===== config.mk =====
export PLATFORM = sky130hd
export DESIGN_NAME = biquad8_pole_coeff_loader_flat
export DESIGN_NICKNAME = d
export VERILOG_FILES = /design/src/rtl/biquad8_pkg.sv /design/src/rtl/biquad8_pole_coeff_loader_if.sv /design/src/rtl/biquad8_pole_coeff_loader.sv /design/src/flat_wrapper.sv
export SDC_FILE = /design/constraint.sdc
export NUM_CORES = 1
export LEC_CHECK = 0
export ABC_AREA = 1
export CORE_UTILIZATION = 45
export CTS_CLUSTER_SIZE = 16
export DETAILED_ROUTE_END_ITERATION = 16
export MAX_ROUTING_LAYER = met4
export SYNTH_ARGS = -nofsm -noshare
export SYNTH_HDL_FRONTEND = slang
export SYNTH_SLANG_ARGS = --single-unit

===== constraint.sdc =====
create_clock -name clk -period 4.3 [get_ports clk]
set_clock_uncertainty 0.2 [all_clocks]
set_input_delay 0.86 -clock clk [delete_from_list [all_inputs] [get_ports clk]]
set_output_delay 0.86 -clock clk [all_outputs]
set_load 0.01 [all_outputs]

===== src/rtl/biquad8_pkg.sv =====
`default_nettype none
// ============================================================================
// Module      : biquad8_pkg
// Description : Shared constants and types for the biquad8 pole coefficient path.
// Revision    : 1.0 - initial release
// ============================================================================
package biquad8_pkg;

    localparam int C_COEFF_W = 18;

    typedef logic [C_COEFF_W-1:0] coeff_t;

    localparam logic [1:0] C_ADDR_A = 2'd0;
    localparam logic [1:0] C_ADDR_B = 2'd1;
    localparam logic [1:0] C_ADDR_C = 2'd2;
    localparam logic [1:0] C_ADDR_D = 2'd3;

    // First entry is shifted first and therefore lands in DSP3 of the cascade.
    localparam logic [7:0] C_SHIFT_ORDER = {C_ADDR_C, C_ADDR_D, C_ADDR_B, C_ADDR_A};

    typedef enum logic [1:0] {
        ST_IDLE   = 2'd0,
        ST_SHIFT  = 2'd1,
        ST_UPDATE = 2'd2
    } state_t;

    function automatic logic [1:0] shift_addr(input logic [1:0] idx);
        logic [1:0] rev;
        rev = 2'd3 - idx;
        return C_SHIFT_ORDER[{rev, 1'b0} +: 2];
    endfunction

endpackage
`default_nettype wire


===== src/rtl/biquad8_pole_coeff_loader_if.sv =====
`default_nettype none
// ============================================================================
// Module      : biquad8_pole_coeff_loader_if
// Description : Register-side write/commit port and IIR-side coefficient port.
// Revision    : 1.0 - initial release
// ============================================================================
interface biquad8_pole_coeff_loader_if;

    logic                             wr_i;
    logic [1:0]                       addr_i;
    logic [biquad8_pkg::C_COEFF_W-1:0] dat_i;
    logic                             commit_i;
    logic                             busy_o;
    logic [biquad8_pkg::C_COEFF_W-1:0] coeff_dat_o;
    logic                             coeff_wr_o;
    logic                             coeff_update_o;

    modport master (
        output wr_i, addr_i, dat_i, commit_i,
        input  busy_o, coeff_dat_o, coeff_wr_o, coeff_update_o
    );

    modport slave (
        input  wr_i, addr_i, dat_i, commit_i,
        output busy_o, coeff_dat_o, coeff_wr_o, coeff_update_o
    );

endinterface
`default_nettype wire


===== src/rtl/biquad8_pole_coeff_loader.sv =====
`default_nettype none
// ============================================================================
// Module      : biquad8_pole_coeff_loader
// Description : Shadow/working coefficient banks and serial loader for the
//               biquad8 pole IIR B-cascade. Option: BIQUAD_COEFF_AUTOLOAD_EN.
// Revision    : 1.0 - initial release
// ============================================================================
module biquad8_pole_coeff_loader
    import biquad8_pkg::*;
#(
    parameter coeff_t INIT_A = '0,
    parameter coeff_t INIT_B = '0,
    parameter coeff_t INIT_C = '0,
    parameter coeff_t INIT_D = '0
) (
    input  logic                        clk,
    input  logic                        rst_n,
    biquad8_pole_coeff_loader_if.slave  bus
);

    state_t     state_q, state_d;
    logic [1:0] cnt_q, cnt_d;
    logic       pending_q, pending_d;
    coeff_t     shadow_q  [4];
    coeff_t     shadow_d  [4];
    coeff_t     working_q [4];
    coeff_t     working_d [4];
    logic       busy_q, busy_d;
    logic       wr_q, wr_d;
    logic       upd_q, upd_d;
    coeff_t     dat_q, dat_d;
    logic       auto_req;

`ifdef BIQUAD_COEFF_AUTOLOAD_EN
    logic boot_done_q, boot_done_d;

    assign boot_done_d = 1'b1;
    assign auto_req    = ~boot_done_q;

    always_ff @(posedge clk or negedge rst_n) begin
        if (!rst_n) begin
            boot_done_q <= 1'b0;
        end else begin
            boot_done_q <= boot_done_d;
        end
    end
`else
    assign auto_req = 1'b0;
`endif

    always_comb begin
        shadow_d  = shadow_q;
        working_d = working_q;
        state_d   = state_q;
        cnt_d     = cnt_q;
        pending_d = pending_q;
        busy_d    = (state_q != ST_IDLE);
        wr_d      = 1'b0;
        upd_d     = 1'b0;
        dat_d     = '0;

        // shadow_d already carries this cycle's write, giving the snapshot bypass.
        if (bus.wr_i) begin
            shadow_d[bus.addr_i] = bus.dat_i;
        end

        case (state_q)
            ST_IDLE: begin
                if (bus.commit_i || auto_req) begin
                    working_d = shadow_d;
                    cnt_d     = 2'd0;
                    state_d   = ST_SHIFT;
                end
            end
            ST_SHIFT: begin
                wr_d  = 1'b1;
                dat_d = working_q[shift_addr(cnt_q)];
                cnt_d = cnt_q + 2'd1;
                if (bus.commit_i) begin
                    pending_d = 1'b1;
                end
                if (cnt_q == 2'd3) begin
                    state_d = ST_UPDATE;
                end
            end
            ST_UPDATE: begin
                upd_d = 1'b1;
                if (pending_q || bus.commit_i) begin
                    pending_d = 1'b0;
                    working_d = shadow_d;
                    cnt_d     = 2'd0;
                    state_d   = ST_SHIFT;
                end else begin
                    state_d = ST_IDLE;
                end
            end
            default: begin
                state_d = ST_IDLE;
            end
        endcase
    end

    always_ff @(posedge clk or negedge rst_n) begin
        if (!rst_n) begin
            state_q   <= ST_IDLE;
            cnt_q     <= 2'd0;
            pending_q <= 1'b0;
            shadow_q  <= '{INIT_A, INIT_B, INIT_C, INIT_D};
            working_q <= '{default: '0};
            busy_q    <= 1'b0;
            wr_q      <= 1'b0;
            upd_q     <= 1'b0;
            dat_q     <= '0;
        end else begin
            state_q   <= state_d;
            cnt_q     <= cnt_d;
            pending_q <= pending_d;
            shadow_q  <= shadow_d;
            working_q <= working_d;
            busy_q    <= busy_d;
            wr_q      <= wr_d;
            upd_q     <= upd_d;
            dat_q     <= dat_d;
        end
    end

    assign bus.busy_o         = busy_q;
    assign bus.coeff_wr_o     = wr_q;
    assign bus.coeff_update_o = upd_q;
    assign bus.coeff_dat_o    = dat_q;

endmodule
`default_nettype wire

===== src/flat_wrapper.sv =====
// flat-port wrapper written by rule: the top's interface ports become plain ports
module biquad8_pole_coeff_loader_flat import biquad8_pkg::*;
#(
    parameter coeff_t INIT_A = '0,
    parameter coeff_t INIT_B = '0,
    parameter coeff_t INIT_C = '0,
    parameter coeff_t INIT_D = '0
)
  (clk, rst_n, bus_wr_i, bus_addr_i, bus_dat_i, bus_commit_i, bus_busy_o, bus_coeff_dat_o, bus_coeff_wr_o, bus_coeff_update_o);
  biquad8_pole_coeff_loader_if bus_i ();
  input  logic clk;
  input  logic rst_n;
  input wire logic [$bits(bus_i.wr_i)-1:0] bus_wr_i;
  input wire logic [$bits(bus_i.addr_i)-1:0] bus_addr_i;
  input wire logic [$bits(bus_i.dat_i)-1:0] bus_dat_i;
  input wire logic [$bits(bus_i.commit_i)-1:0] bus_commit_i;
  output wire logic [$bits(bus_i.busy_o)-1:0] bus_busy_o;
  output wire logic [$bits(bus_i.coeff_dat_o)-1:0] bus_coeff_dat_o;
  output wire logic [$bits(bus_i.coeff_wr_o)-1:0] bus_coeff_wr_o;
  output wire logic [$bits(bus_i.coeff_update_o)-1:0] bus_coeff_update_o;
  assign bus_i.wr_i = bus_wr_i;
  assign bus_i.addr_i = bus_addr_i;
  assign bus_i.dat_i = bus_dat_i;
  assign bus_i.commit_i = bus_commit_i;
  assign bus_busy_o = bus_i.busy_o;
  assign bus_coeff_dat_o = bus_i.coeff_dat_o;
  assign bus_coeff_wr_o = bus_i.coeff_wr_o;
  assign bus_coeff_update_o = bus_i.coeff_update_o;
  biquad8_pole_coeff_loader #(.INIT_A(INIT_A), .INIT_B(INIT_B), .INIT_C(INIT_C), .INIT_D(INIT_D)) u_core (.clk(clk), .rst_n(rst_n), .bus(bus_i));
endmodule

Word level (Yosys, flattened, before mapping)
Index checks and enable logic that the tools add are counted.
{"block": "word_totals", "register_bits": 170, "in_bits": 24}
{"block": "classes", "add_sub_neg": 2, "n_lt_le_gt_ge": 3, "eq_ne": 7, "shifts": 1, "muxes": 23, "n_bitwise": 2, "reduce_logical": 11}
{"cell": "72-bit 2-to-1 mux", "count": 3}
{"cell": "72-bit case mux with 2 select lines", "count": 1}
{"cell": "72-bit bitwise mux", "count": 1}
{"cell": "18-bit 2-to-1 mux", "count": 4}
{"cell": "18-bit binary-select mux with 2-bit select", "count": 1}
{"cell": "18-bit demux with 2-bit select", "count": 1}
{"cell": "2-bit case mux with 3 select lines", "count": 2}
{"cell": "3-bit AND reduction", "count": 3}
{"cell": "2-bit 2-to-1 mux", "count": 4}
{"cell": "8-bit by 4-bit indexed part select with 2-bit output, first input constant", "count": 1}
{"cell": "3-bit >= comparator, second input constant", "count": 2}
{"cell": "2-bit NOT with 3-bit output", "count": 2}
{"cell": "2-bit nonzero test", "count": 3}
{"cell": "1-bit 2-to-1 mux", "count": 5}
{"cell": "2-bit == test, second input constant", "count": 2}
{"cell": "2-bit by 1-bit inequality test with 1-bit output, second input constant", "count": 2}
{"cell": "2-bit inequality test, second input constant", "count": 2}
{"cell": "3-bit by 1-bit less-than comparator with 1-bit output, second input constant", "count": 1}
{"cell": "3-bit nonzero test", "count": 1}
{"cell": "2-bit by 1-bit adder with 2-bit output, second input constant", "count": 1}
{"cell": "2-bit by 1-bit == test with 1-bit output, second input constant", "count": 1}
{"cell": "2-bit zero test", "count": 1}
{"cell": "1-bit case mux with 2 select lines", "count": 1}
{"cell": "2-bit AND reduction", "count": 1}
{"cell": "other kinds (3)", "count": 3}

Depth between registers and ports, before layout
{"block": "depth", "word_depth": 9, "depth_mapped": 8, "mapped_depth_nobuf": 6}

Worst setup path after synthesis
Ideal clock, no wire load.
{"block": "synth_path", "path_kind": "in2reg", "start": "input port bus_addr_i[1]", "end": "register u_core.working_q[68] (netlist name)", "setup_ns": 0.116, "arrival_time_ns": 1.527, "required_time_ns": 3.984, "slack_ns": 2.456, "path_stages": 8, "path_buffers": 2, "path_cell_list": "inv_1 buf_4 nand3_4 buf_6 nand2_1 nand2_1 nand2_1 nand2_1"}
{"element": "start, declared", "line": "flat_wrapper.sv:14", "rtl": "input wire logic [$bits(bus_i.addr_i)-1:0] bus_addr_i;"}
{"element": "end signal, assigned", "line": "biquad8_pole_coeff_loader.sv:119", "rtl": "working_q <= working_d;"}
{"element": "end, declared", "line": "biquad8_pole_coeff_loader.sv:26", "rtl": "coeff_t working_q [4];"}

==> results.py <==
metrics = {
    "route": {
        "ant_nets": 0,
        "num_vias": 5152,
        "drc": 2,
        "drtPass1Iterations": 11,
        "avgRoutedWirePerCell_um": 16.2,
        "drt_wl_total_um": 16200,
        "drt_iter0_drc": 450,
        "post_drt_via_cell_ratio": 5.18,
    },
    "yosys": {
        "syn_avg_cell_area_um2": 8.93,
        "syn-num-nets": 794,
        "synth_cell_types": 26,
        "syn_inst": 769,
        "netlist_area_um2": 6870,
        "ys_top_cells_by_count": "nand2_1 (315), dfrtp_1 (170), nor2_1 (76), o21ai_1 (47), o21ai_0 (44)",
        "synth_most_common_cell": "nand2_1",
        "postSynth.asyncResetShare_pct": 100,
        "yosysWarnings": 0,
        "synth_edf_count": 0,
        "ys.flop_type": "dfrtp_1",
        "ys_seq_area_share_pct": 62.0,
        "synthTopCellsByArea": "dfrtp_1 (62%), nand2_1 (17%), nor2_1 (4.2%), o21ai_1 (3.4%), o21ai_0 (3.2%)",
        "synth_seq_cells": 170,
        "yosys.area.top_type": "dfrtp_1",
        "yosysTopAreaCellShare_pct": 62.0,
    },
    "critical_path": {
        "crit_fanout": 36,
        "r2r_slack_ps": 1740,
        "cp.arrival_ps": 3070,
        "cp-startpoint": "bus_wr_i",
        "critPathKind": "in -> reg",
        "endpoint_kind": "flip-flop",
        "reg2reg_depth": 4,
        "r2r-start": "u_core.cnt_q[1]$_DFFE_PN0P_",
        "worst_r2r_endpoint": "u_core.bus.coeff_dat_o[3]$_DFF_PN0_",
        "start_kind": "primary input",
        "required_ps": 4470,
        "critPathCapture": "u_core.working_q[20]$_DFFE_PN0P_",
    },
    "placement": {
        "dp_hpwl_um": 9270,
        "pre_cts_slack_ps": 957,
        "placed_cell_area_um2": 7370,
        "dp.cells": 964,
        "io_buffer_count": 44,
        "globalplace.congestion": 0.787,
    },
    "clocking": {
        "clk_path_buf_depth": 2,
        "postCtsHoldBufs": 0,
        "clk_pin_slew_ps": 60,
        "cts_buffers": 17,
        "postCtsSetupRepairBufs": 0,
        "insertion_delay_ps": 430,
        "cts_tree": "built",
        "cts_root_buf": "clkbuf_16",
        "ctsResizeCount": 0,
        "h-tree-depth": 4,
        "cts.sinks": 170,
    },
    "finish": {
        "instances_no_fill": 995,
        "nets": 824,
        "n_antenna_cell": 0,
        "area_delta_synth_final_pct": 15.5,
        "stdcell_area_um2": 7930,
        "fillers": 1302,
        "drive_gt1_share_pct": 6.29,
    },
    "job": {
        "maxCapViolations": 0,
    },
    "floorplanning": {
        "fp.dieArea_um2": 15800,
        "core-area_um2": 14700,
        "fp-row-count": 44,
        "initial_core_util_pct": 46.7,
        "io_pins": 45,
        "die_x_um": 126,
        "die_h_um": 126,
    },
    "timing": {
        "slew_headroom_pct": 31.7,
        "finalCritPeriodShare_pct": 67.5,
        "setup_viol": 0,
        "finalMaxSlewViolations": 0,
        "worstMarginPinSlew_ps": 1020,
        "fmax_ghz": 0.345,
        "setup_tns_ps": 0,
        "fin_ws_ps": 1400,
        "rsz0062_at_grt": "no",
        "hold_violations": 0,
        "post-route-min-period_ps": 2900,
    },
    "power": {
        "vdd_drop_max_v": 0.000514,
        "total_power_mw": 5.95,
        "power_per_cell_area_nw_per_um2": 751,
        "p_leak_nw": 4.01,
    },
    "global_routing": {
        "grt_max_degree": 101,
        "grt_pass1_wl_um": 27100,
        "grt_remaining_overflow": 0,
        "grt_antenna_before_repair": 0,
        "grt_use_total_pct": 23.4,
        "grt_pass1_vias": 5233,
    },
    "status": {
        "status": "complete, but fails checks",
        "failed_checks": "DRC",
    },
    "min_path": {
        "hold_path_class": "in -> async",
    },
}
## report_power, final
group	internal, mW	switching (mW)
combinational	0.719	1.44
clock	0.849	0.605
sequential	2.11	0.238
## per-layer routing
metal	global-route usage (%)	wire length, um	up-vias
met1	30.7	7790	2521
li1	-	-	2495
met5	-	0	-
met2	36.0	7550	117
met3	5.39	616	19
met4	7.39	218	0
## how the worst min path moves through the flow
stage | start | endpoint | slack (ps) | cells past startpoint
2_1_floorplan | u_core.shadow_q[54]$_DFF_PN0_ | u_core.shadow_q[54]$_DFF_PN0_ | 240 | 2
3_3_place_gp | u_core.shadow_q[68]$_DFF_PN0_ | u_core.shadow_q[68]$_DFF_PN0_ | 250 | 2
3_5_place_dp | u_core.shadow_q[59]$_DFF_PN0_ | u_core.shadow_q[59]$_DFF_PN0_ | 260 | 2
4_1_cts | rst_n | u_core.shadow_q[4]$_DFF_PN0_ | 260 | 1
5_1_grt | rst_n | u_core.shadow_q[4]$_DFF_PN0_ | 290 | 1
6_report | rst_n | u_core.shadow_q[4]$_DFF_PN0_ | 220 | 1
## worst max-delay path, cell delays in order
cell and delay [ps]:
clkdlybuf4s50_1 780, nand3_2 740, o21ai_0 480, nand2_1 110
nand2_1 100
## registers in the layout (all words and copies together), names as in the netlist
register / cells
u_core.shadow_q: 72
u_core.working_q: 72
u_core.bus.coeff_dat_o: 18
u_core.cnt_q: 2
u_core.state_q: 2
u_core.bus.busy_o: 1
u_core.bus.coeff_update_o: 1
u_core.bus.coeff_wr_o: 1
u_core.pending_q: 1
## cell type report
type	count	area, um^2	area share [%]
Clock buffer	23	488	6.16
Clock inverter	8	68.8	0.868
Inverter	26	97.6	1.23
Multi-Input combinational cell	531	2250	28.4
Sequential cell	170	4250	53.7
Tap cell	184	230	2.90
Timing Repair Buffer	53	534	6.74
## through the flow
stage | utilization, % | hold slack [ps]
6_report | 53.9 | 217
5_1_grt | 53.9 | 286
4_1_cts | 53.9 | 258
3_5_place_dp | 50.1 | 258
3_3_place_gp | 50.1 | 252
2_1_floorplan | - | 238
## cell usage in the layout, fill, tap and decap left out
cell type / n
a21oi_1: 18
a21oi_4: 1
buf_12: 2
buf_4: 7
buf_6: 1
bufinv_16: 1
clkbuf_1: 2
clkbuf_16: 17
clkbuf_8: 4
clkdlybuf4s50_1: 43
clkinv_1: 1
clkinv_2: 6
clkinv_4: 1
dfrtp_1: 170
ha_1: 1
inv_1: 23
inv_2: 2
nand2_1: 315
nand2_2: 1
nand2_4: 1
nand3_2: 3
nand3_4: 1
nand3b_1: 1
nand4_1: 18
nor2_1: 76
nor2_2: 1
nor3_1: 1
o21ai_0: 44
o21ai_1: 47
o21ai_2: 1
or2_2: 1
## cells by family after synthesis
logic type      count (synthesis)  synth area share (%)
fa+ha+maj                       1                 0.182
flops                         170                  62.0
compound gates                111                  8.31
buf+inv                        68                  5.21
simple gates                  419                  24.3
(Power assumes the default switching activity.)
